### src/rtl/motor_pkg.sv
// Shared types and coil phase tables for the stepper move sequencer.
// STEPPER_HALFSTEP_EN selects the 8-entry half-step table; otherwise full-step two-phase-on.
package motor_pkg;

   typedef enum logic [1:0] {
      ST_IDLE   = 2'd0,
      ST_ACCEL  = 2'd1,
      ST_CRUISE = 2'd2,
      ST_DECEL  = 2'd3
   } stepper_state_t;

   localparam logic [3:0] HALF_SEQ [8] = '{4'b1000, 4'b1100, 4'b0100, 4'b0110,
                                           4'b0010, 4'b0011, 4'b0001, 4'b1001};
   localparam logic [3:0] FULL_SEQ [4] = '{4'b1100, 4'b0110, 4'b0011, 4'b1001};

`ifdef STEPPER_HALFSTEP_EN
   localparam int STEPPER_SEQ_LEN = 8;
   localparam bit HALFSTEP        = 1'b1;
`else
   localparam int STEPPER_SEQ_LEN = 4;
   localparam bit HALFSTEP        = 1'b0;
`endif

   localparam logic [2:0] SEQ_MASK = 3'(STEPPER_SEQ_LEN - 1);

   function automatic logic [3:0] phase_lut(input logic [2:0] idx);
      return HALFSTEP ? HALF_SEQ[idx] : FULL_SEQ[idx[1:0]];
   endfunction

   // Sequence lengths are powers of two, so masking gives the modulo wrap.
   function automatic logic [2:0] idx_step(input logic [2:0] idx, input logic fwd);
      logic [2:0] nxt;
      nxt = fwd ? idx + 3'd1 : idx - 3'd1;
      return nxt & SEQ_MASK;
   endfunction

endpackage

### src/rtl/step_timer.sv
// Step period counter: counts clk cycles while running and pulses tick on the
// last cycle of each period, restarting from zero.
module step_timer #(
   parameter int CNT_W = 14
) (
   input  logic             clk,
   input  logic             n_rst,
   input  logic [CNT_W-1:0] period,
   input  logic             run,
   input  logic             clr,
   output logic             tick
);

   logic [CNT_W-1:0] timer;
   logic [CNT_W:0]   timer_inc;

   assign timer_inc = {1'b0, timer} + {{CNT_W{1'b0}}, 1'b1};
   // >= rather than == so a period shorter than the current count still ends promptly
   assign tick      = run && (timer_inc >= {1'b0, period});

   always_ff @(posedge clk) begin
      if (!n_rst) begin
         timer <= '0;
      end else if (clr || !run || tick) begin
         timer <= '0;
      end else begin
         timer <= timer_inc[CNT_W-1:0];
      end
   end

endmodule

### src/rtl/stepper_ramp_ctrl.sv
// Stepper move sequencer with trapezoidal step-rate profile.
// Phase table chosen by STEPPER_HALFSTEP_EN (see motor_pkg).
//
//   state     | meaning
//   ----------+--------------------------------------------------
//   ST_IDLE   | waiting for a command, phase held for torque
//   ST_ACCEL  | period shrinks by ACCEL_STEP per step
//   ST_CRUISE | period held at MIN_PERIOD
//   ST_DECEL  | period grows by ACCEL_STEP per step to standstill
module stepper_ramp_ctrl
   import motor_pkg::*;
#(
   parameter int CNT_W        = 14,
   parameter int START_PERIOD = 100,
   parameter int MIN_PERIOD   = 40,
   parameter int ACCEL_STEP   = 20
) (
   input  logic        clk,
   input  logic        n_rst,
   input  logic        cmd_valid,
   output logic        cmd_ready,
   input  logic        cmd_dir,
   input  logic [15:0] cmd_steps,
   input  logic        stop_req,
   output logic        busy,
   output logic        done,
   output logic        step_pulse,
   output logic [3:0]  phase
);

   localparam int PW = CNT_W + 1;
   localparam logic [PW-1:0] START_W = PW'(START_PERIOD);
   localparam logic [PW-1:0] MIN_W   = PW'(MIN_PERIOD);
   localparam logic [PW-1:0] ACC_W   = PW'(ACCEL_STEP);

   stepper_state_t   state, state_n;
   logic             dir_q, dir_n;
   logic [15:0]      remaining, rem_n, rem_dec;
   logic [15:0]      ramp, ramp_n, ramp_a, ramp_lim;
   logic [CNT_W-1:0] period, period_n;
   logic [PW-1:0]    period_w, period_a, period_up;
   logic [2:0]       idx, idx_n;
   logic             done_n, step_n;
   logic             timer_clr, tick;

   step_timer #(.CNT_W(CNT_W)) u_step_timer (
      .clk    (clk),
      .n_rst  (n_rst),
      .period (period),
      .run    (state != ST_IDLE),
      .clr    (timer_clr),
      .tick   (tick)
   );

   always_comb begin
      state_n   = state;
      dir_n     = dir_q;
      rem_n     = remaining;
      period_n  = period;
      ramp_n    = ramp;
      idx_n     = idx;
      done_n    = 1'b0;
      step_n    = 1'b0;
      timer_clr = 1'b0;
      ramp_lim  = '0;

      rem_dec  = remaining - 16'd1;
      period_w = {1'b0, period};
      if (state == ST_ACCEL) begin
         ramp_a   = ramp + 16'd1;
         period_a = (period_w >= MIN_W + ACC_W) ? period_w - ACC_W : MIN_W;
      end else begin
         ramp_a   = ramp;
         period_a = period_w;
      end
      period_up = (period_a + ACC_W > START_W) ? START_W : period_a + ACC_W;

      case (state)
         ST_IDLE: begin
            if (cmd_valid && cmd_ready) begin
               dir_n     = cmd_dir;
               rem_n     = cmd_steps;
               period_n  = CNT_W'(START_W);
               ramp_n    = '0;
               timer_clr = 1'b1;
               if (cmd_steps == 16'd0) begin
                  done_n = 1'b1;
               end else begin
                  state_n = ST_ACCEL;
               end
            end
         end
         default: begin
            if (tick) begin
               step_n = 1'b1;
               idx_n  = idx_step(idx, dir_q);
               rem_n  = rem_dec;
               if (rem_dec == 16'd0) begin
                  state_n = ST_IDLE;
                  done_n  = 1'b1;
               end else if (rem_dec <= ramp_a) begin
                  state_n  = ST_DECEL;
                  period_n = CNT_W'(period_up);
                  ramp_n   = (ramp_a == 16'd0) ? 16'd0 : ramp_a - 16'd1;
               end else begin
                  if (state == ST_ACCEL && period_a == MIN_W) begin
                     state_n = ST_CRUISE;
                  end
                  period_n = CNT_W'(period_a);
                  ramp_n   = ramp_a;
               end
            end
            // Stop acts on the post-step state so it can never cancel a finished move.
            if (stop_req && (state_n == ST_ACCEL || state_n == ST_CRUISE)) begin
               ramp_lim = ramp_n + 16'd1;
               if (rem_n > ramp_lim) begin
                  rem_n = ramp_lim;
               end
               state_n = ST_DECEL;
            end
         end
      endcase
   end

   always_ff @(posedge clk) begin
      if (!n_rst) begin
         state      <= ST_IDLE;
         dir_q      <= 1'b0;
         remaining  <= '0;
         period     <= '0;
         ramp       <= '0;
         idx        <= '0;
         phase      <= phase_lut(3'd0);
         done       <= 1'b0;
         step_pulse <= 1'b0;
         busy       <= 1'b0;
         cmd_ready  <= 1'b1;
      end else begin
         state      <= state_n;
         dir_q      <= dir_n;
         remaining  <= rem_n;
         period     <= period_n;
         ramp       <= ramp_n;
         idx        <= idx_n;
         phase      <= phase_lut(idx_n);
         done       <= done_n;
         step_pulse <= step_n;
         busy       <= (state_n != ST_IDLE);
         cmd_ready  <= (state_n == ST_IDLE);
      end
   end

endmodule

### config.mk
export PLATFORM = sky130hd
export DESIGN_NAME = stepper_ramp_ctrl
export DESIGN_NICKNAME = d
export VERILOG_FILES = /design/src/rtl/motor_pkg.sv /design/src/rtl/step_timer.sv /design/src/rtl/stepper_ramp_ctrl.sv
export SDC_FILE = /design/constraint.sdc
export NUM_CORES = 1
export LEC_CHECK = 0
export CORE_MARGIN = 5
export CORE_UTILIZATION = 57
export DETAILED_ROUTE_END_ITERATION = 10
export DONT_BUFFER_PORTS = 1
export PLACE_DENSITY_LB_ADDON = 0.12
export SLEW_MARGIN = 5
export SYNTH_ARGS = -nofsm -noshare
export SYNTH_HDL_FRONTEND = slang
export SYNTH_HIERARCHICAL = 1
export SYNTH_SLANG_ARGS = --single-unit
### constraint.sdc
create_clock -name clk -period 8.8 [get_ports clk]
set_input_delay 0.88 -clock clk [delete_from_list [all_inputs] [get_ports clk]]
set_output_delay 0.88 -clock clk [all_outputs]
set_load 0.005 [all_outputs]
==> impl_metrics.toml, run 1 <==
[status]
status = "complete, no violations"

[floorplanning]
initial_core_util_pct = 58.3
core_um2 = 12600
fp.dieW_um = 124
fp.dieH_um = 124
io-pin-count = 29
row_count = 41
die_area_um2 = 15300

[timing]
hold_viol = 0
finClkSkew_ns = 0.00453
tns_ns = 0
rsz0062_at_grt = "no"
relSlewSlack_pct = 32.4
period_share_pct = 92.4
setup_violations = 0
clock.fmax_mhz = 123
finalMaxSlewViolations = 0
worstMarginPinSlew_ns = 1.00
fin_crit_ns = 8.13

[synthesis]
synthXorXnorAreaFrac_pct = 11.2
synth_flop_cell = "dfxtp_1"
async_flop_share_pct = 0
yosysTopAreaCell = "dfxtp_1"
postSynthNetCount = 1047
synth-compound-area-share_pct = 22.8
synth_edf_count = 0
synth_area_leaders = "dfxtp_1 20%, ha_1 9.7%, xnor2_1 6.5%"
synth_top_cell_area_share_pct = 19.6
postSynthCellCount = 969
ys_types = 93
synth_area_um2 = 7360
yosys_warnings = 6
ys_seq_area_share_pct = 19.6
synth_area_per_cell_um2 = 7.59
synthAdderAreaFrac_pct = 9.69
muxShareOfSynthArea_pct = 2.13
synth_top_family_by_area = "simple AND/OR/NAND/NOR gates"
synth-seq-cells = 72
yosys.area_share.simple_pct = 29.4

[hold_path]
hold_class = "reg2reg"
whs_endpoint = "dir_q"
whs_path_depth = 2
hp-start = "dir_q"

[critical_path]
reg2regPathDepth = 28
crit_type = "reg2reg"
reg2reg_from = "remaining[2]"
reg2reg_slack_ns = 0.67
crit_path_max_fanout = 16
end_kind = "flip-flop"
cpMostUsedCell = "nand2_1"
start_kind = "flip-flop"
critical-path-slowest-cell = "or4_1"
worstPathArrival_ns = 8.37
cp.required_ns = 9.04
max_stage_delay_ns = 0.70
rr_endpoint = "remaining[14]"

[detailed_routing]
routed_via_density = 6.68
totalWireLength_um = 22900
dr.pass1.iters = 5
antenna_left = 0
wl_per_cell_um = 20.6
drc_errors = 0
drtIter0Drc = 633
vias = 7417

[clocking]
cts_resized = 0
cts.htree.levels = 3
clk_path_buf_depth = 2
cts_tree = "built"
cts-buffers-inserted = 9
cts_root_buf = "clkbuf_16"
postCtsHoldBufs = 0
path_clk_slew_ns = 0.06
post_cts_buffers = 0
cts.sinks = 72
clkLatencyLatePin_ns = 0.35

[power]
ir_drop_uv = 409
pwr_density_cell_nw_per_um2 = 453
p_leak_nw = 2.97

[final_layout]
final_nets = 1012
drive_above_1_share_pct = 7.56
layout_commonest_cell = "nand2_1"
final_cell_mix = "103 x nand2_1, 72 x dfxtp_1, 63 x nor2_1"
fin_util_pct = 61.0
syn_to_final_growth_pct = 4.57
diodes = 0

[global_route]
grt_pass1_wl_um = 36500
antenna_found_initial = 0
grt.met3_usage_pct = 4.68
grt_use_met2_pct = 52.1
grt_start_max_net_pins = 26
overflow = 0
grt_util_all_layers_pct = 30.5
grt_pass1_vias = 7132
grt_util_met1_pct = 37.3
top_usage_layer = "met2"

[placement]
hpwl_um = 17700
gp_congestion = 0.979
io_buffers = 0

[job]
maxCapViolCount = 0
## layout make-up
type / instances / area, µm²
Timing Repair Buffer: 10 / 75.1
Clock buffer: 10 / 239
Inverter: 39 / 146
Clock inverter: 6 / 43.8
Tap cell: 172 / 215
Fill cell: 1229 / 4920
Multi-Input combinational cell: 802 / 5530
Sequential cell: 72 / 1440
## synthesized netlist by cell type (all sizes together) (14+ instances only)
cell	count
a211oi	14
a21o	15
a21oi	42
a31oi	16
clkbuf	43
dfxtp	72
ha	57
inv	39
nand2	103
nand3	55
nand4	22
nor2	66
nor2b	15
nor3	34
nor4	18
o211ai	17
o21ai	55
xnor2	55
xor2	39
## logic make-up (layout without fill, tap and decap cells)
logic type | after synthesis | in the layout
AND/OR/NAND/NOR | 398 | 398
AO/OA/AOI/OAI | 238 | 238
flip-flops | 72 | 72
XOR/XNOR | 94 | 94
adder cells (fa/ha/maj) | 57 | 57
buffers and inverters | 95 | 65
multiplexers | 15 | 15
## registers in the layout (all words and copies together) (netlist names)
| register | count |
|---|---|
| ramp | 16 |
| done | 1 |
| dir_q | 1 |
| busy | 1 |
| cmd_ready | 1 |
| phase | 4 |
| remaining | 16 |
| period | 14 |
| u_step_timer/timer | 14 |
| idx | 1 |
| step_pulse | 1 |
| state | 2 |
## per-layer routing
layer	share of wire (%)	wire [µm]
met1	40	9140
met2	48	11100
met3	7.1	1630
met4	4.6	1050
met5	0	0
## worst max-delay path by stage
stage	depth (start not counted)	startpoint	slack, ns	end
after floorplan	32	remaining[6]	2.06	remaining[1]
after global placement	30	remaining[2]	1.17	remaining[4]
after detailed placement	28	remaining[2]	0.91	remaining[14]
after CTS	28	remaining[2]	0.82	remaining[14]
after global routing	28	remaining[2]	0.19	remaining[14]
final	28	remaining[2]	0.67	remaining[14]
## through the flow
step	area (µm²)	hold WS (ns)	worst slack [ns]	power [mW]	std cells
floorplan	7360	0.457	2.06	2.50	969
detailed placement	7410	0.480	0.912	3.05	1095
finish	7690	0.489	0.673	3.49	1111
global route	7690	0.525	0.193	3.78	1111
global placement	7410	0.472	1.17	3.01	1095
CTS	7690	0.488	0.822	3.43	1111
## critical path, delay by kind of cell, from the launching register on
family          cells  cell delay (ns)
simple gates       11             3.15
flops               1             0.38
fa+ha+maj           2             0.62
compound gates     13             3.49
xor+xnor            2             0.35
## where the power goes
group	switching (mW)	total, mW	internal [mW]
clock network	0.162	0.362	0.200
logic	1.63	2.61	0.978
registers	0.130	0.514	0.384
total	1.92	3.49	1.56
(Power assumes the default switching activity.)
==> run 2, diff against run 1 <==
Settings changed: CELL_PAD_IN_SITES_DETAIL_PLACEMENT from default to 1, CELL_PAD_IN_SITES_GLOBAL_PLACEMENT from default to 1, CORE_UTILIZATION 57 to 49.
==> impl_metrics.toml, run 2 (synthesis gave the netlist of run 1 again) <==
[final_layout]
final_cell_mix = "103 x nand2_1, 72 x dfxtp_1, 63 x nor2_1"
drive_above_1_share_pct = 7.56
diodes = 0
reg_top3 = "ramp (16), remaining (16)"
syn_to_final_growth_pct = 5.37
stdcell_count = 1123
n_fill_cell = 1834
multi_input_area_um2 = 5530
finalInstanceArea_um2 = 7750
final_nets = 1012
layout_commonest_cell = "nand2_1"
regArea_um2 = 1440

[timing]
tns_ns = 0
fin_crit_ns = 8.24
setup_violations = 0
finalMaxSlewViolations = 0
hold_viol = 0
worstMarginPinSlew_ns = 1.13
relSlewSlack_pct = 24.5
hold_slack_ns = 0.486
clock.fmax_mhz = 121
rsz0062_at_grt = "no"
period_share_pct = 93.6
finClkSkew_ns = 0.00755

[global_route]
grt_pass1_vias = 7804
antenna_found_initial = 0
grt_pass1_wl_um = 41500
grt_util_all_layers_pct = 28.9
grt_start_max_net_pins = 26
overflow = 0

[critical_path]
cp.required_ns = 9.08
start_kind = "flip-flop"
crit_path_max_fanout = 16
critical-path-slowest-cell = "or4_1"
reg2regPathDepth = 29
crit_type = "reg2reg"
worstPathArrival_ns = 8.51
reg2reg_from = "remaining[2]"
reg2reg_slack_ns = 0.56
end_kind = "flip-flop"
max_stage_delay_ns = 0.72
cpMostUsedCell = "nand2_1"
rr_endpoint = "remaining[12]"

[floorplanning]
io-pin-count = 29
die_area_um2 = 17600
initial_core_util_pct = 50.2
row_count = 44
fp.dieW_um = 133
fp.dieH_um = 133
core_um2 = 14600

[hold_path]
whs_endpoint = "dir_q"
whs_path_depth = 2
hold_class = "reg2reg"
hp-start = "dir_q"

[power]
ir_drop_uv = 309
total_power_mw = 3.64
p_leak_nw = 2.99
pwr_density_cell_nw_per_um2 = 469

[detailed_routing]
dr.pass1.iters = 5
drc_errors = 0
totalWireLength_um = 25700
antenna_left = 0
drtIter0Drc = 522
routed_via_density = 6.67
vias = 7487
wl_per_cell_um = 22.9

[clocking]
cts.sinks = 72
clkLatencyLatePin_ns = 0.36
postCtsHoldBufs = 0
path_clk_slew_ns = 0.07
post_cts_buffers = 0
cts_tree = "built"
cts-buffers-inserted = 9
cts.htree.levels = 3
cts_resized = 0
cts_root_buf = "clkbuf_16"
clk_path_buf_depth = 2

[placement]
io_buffers = 0
gp_congestion = 0.931
hpwl_um = 19700
dpl.cell_count = 1107
post_dp_cell_area_um2 = 7430

[job]
maxCapViolCount = 0

[status]
status = "complete, no violations"
==> run 2: cell types whose count changed in the layout (fill, tap and decap cells not counted) <==
cell / delta
bufinv_16: +2
clkbuf_8: -1
clkinv_2: -2
clkinv_4: -2
clkinvlp_4: +1
inv_6: +2
==> run 2: final cells by class <==
| type | count | area share [%] |
|---|---|---|
| clock inverters | 7 | 1.31 |
| clock buffers | 9 | 2.90 |
| well taps | 184 | 2.97 |
| multi-input cells | 802 | 71.4 |
| repair buffers | 10 | 0.968 |
| flip-flops and latches | 72 | 18.6 |
| inverters | 39 | 1.89 |
==> run 2: worst max-delay path by stage <==
stage / slack [ns] / startpoint / to
after detailed placement: 0.73 / remaining[2] / remaining[14]
after global placement: 1.13 / remaining[2] / remaining[14]
after CTS: 0.68 / remaining[2] / remaining[14]
after global routing: 0.01 / remaining[2] / remaining[14]
final: 0.56 / remaining[2] / remaining[12]
after floorplan: 2.06 / remaining[6] / remaining[1]
==> run 2: through the flow <==
step                worst slack (ns)  utilization [%]
floorplan                       2.06                -
global placement                1.13             50.7
detailed placement             0.729             50.7
CTS                            0.675             52.9
global route                  0.0148             52.9
finish                         0.562             52.9
==> run 2: report_power, final <==
| group | total, mW | switching (mW) | internal (mW) |
|---|---|---|---|
| Sequential | 0.516 | 0.132 | 0.384 |
| Clock | 0.424 | 0.173 | 0.252 |
| Combinational | 2.70 | 1.71 | 0.985 |
| Total | 3.64 | 2.02 | 1.62 |
==> run 2: critical path, delay by kind of cell (launching register included) <==
| family | cells | cell delay [ns] |
|---|---|---|
| AND/OR/NAND/NOR | 12 | 3.43 |
| flip-flops | 1 | 0.39 |
| adder cells (fa/ha/maj) | 2 | 0.64 |
| XOR/XNOR | 2 | 0.36 |
| AO/OA/AOI/OAI | 13 | 3.33 |
==> run 2: routing by layer <==
layer | share of wire, % | track usage, % | up-vias
li1 | - | - | 3490
met1 | 42 | 33.9 | 3726
met2 | 50 | 53.0 | 199
met3 | 4.1 | 3.83 | 72
met4 | 3.8 | 12.0 | 0
met5 | 0 | 0 | -
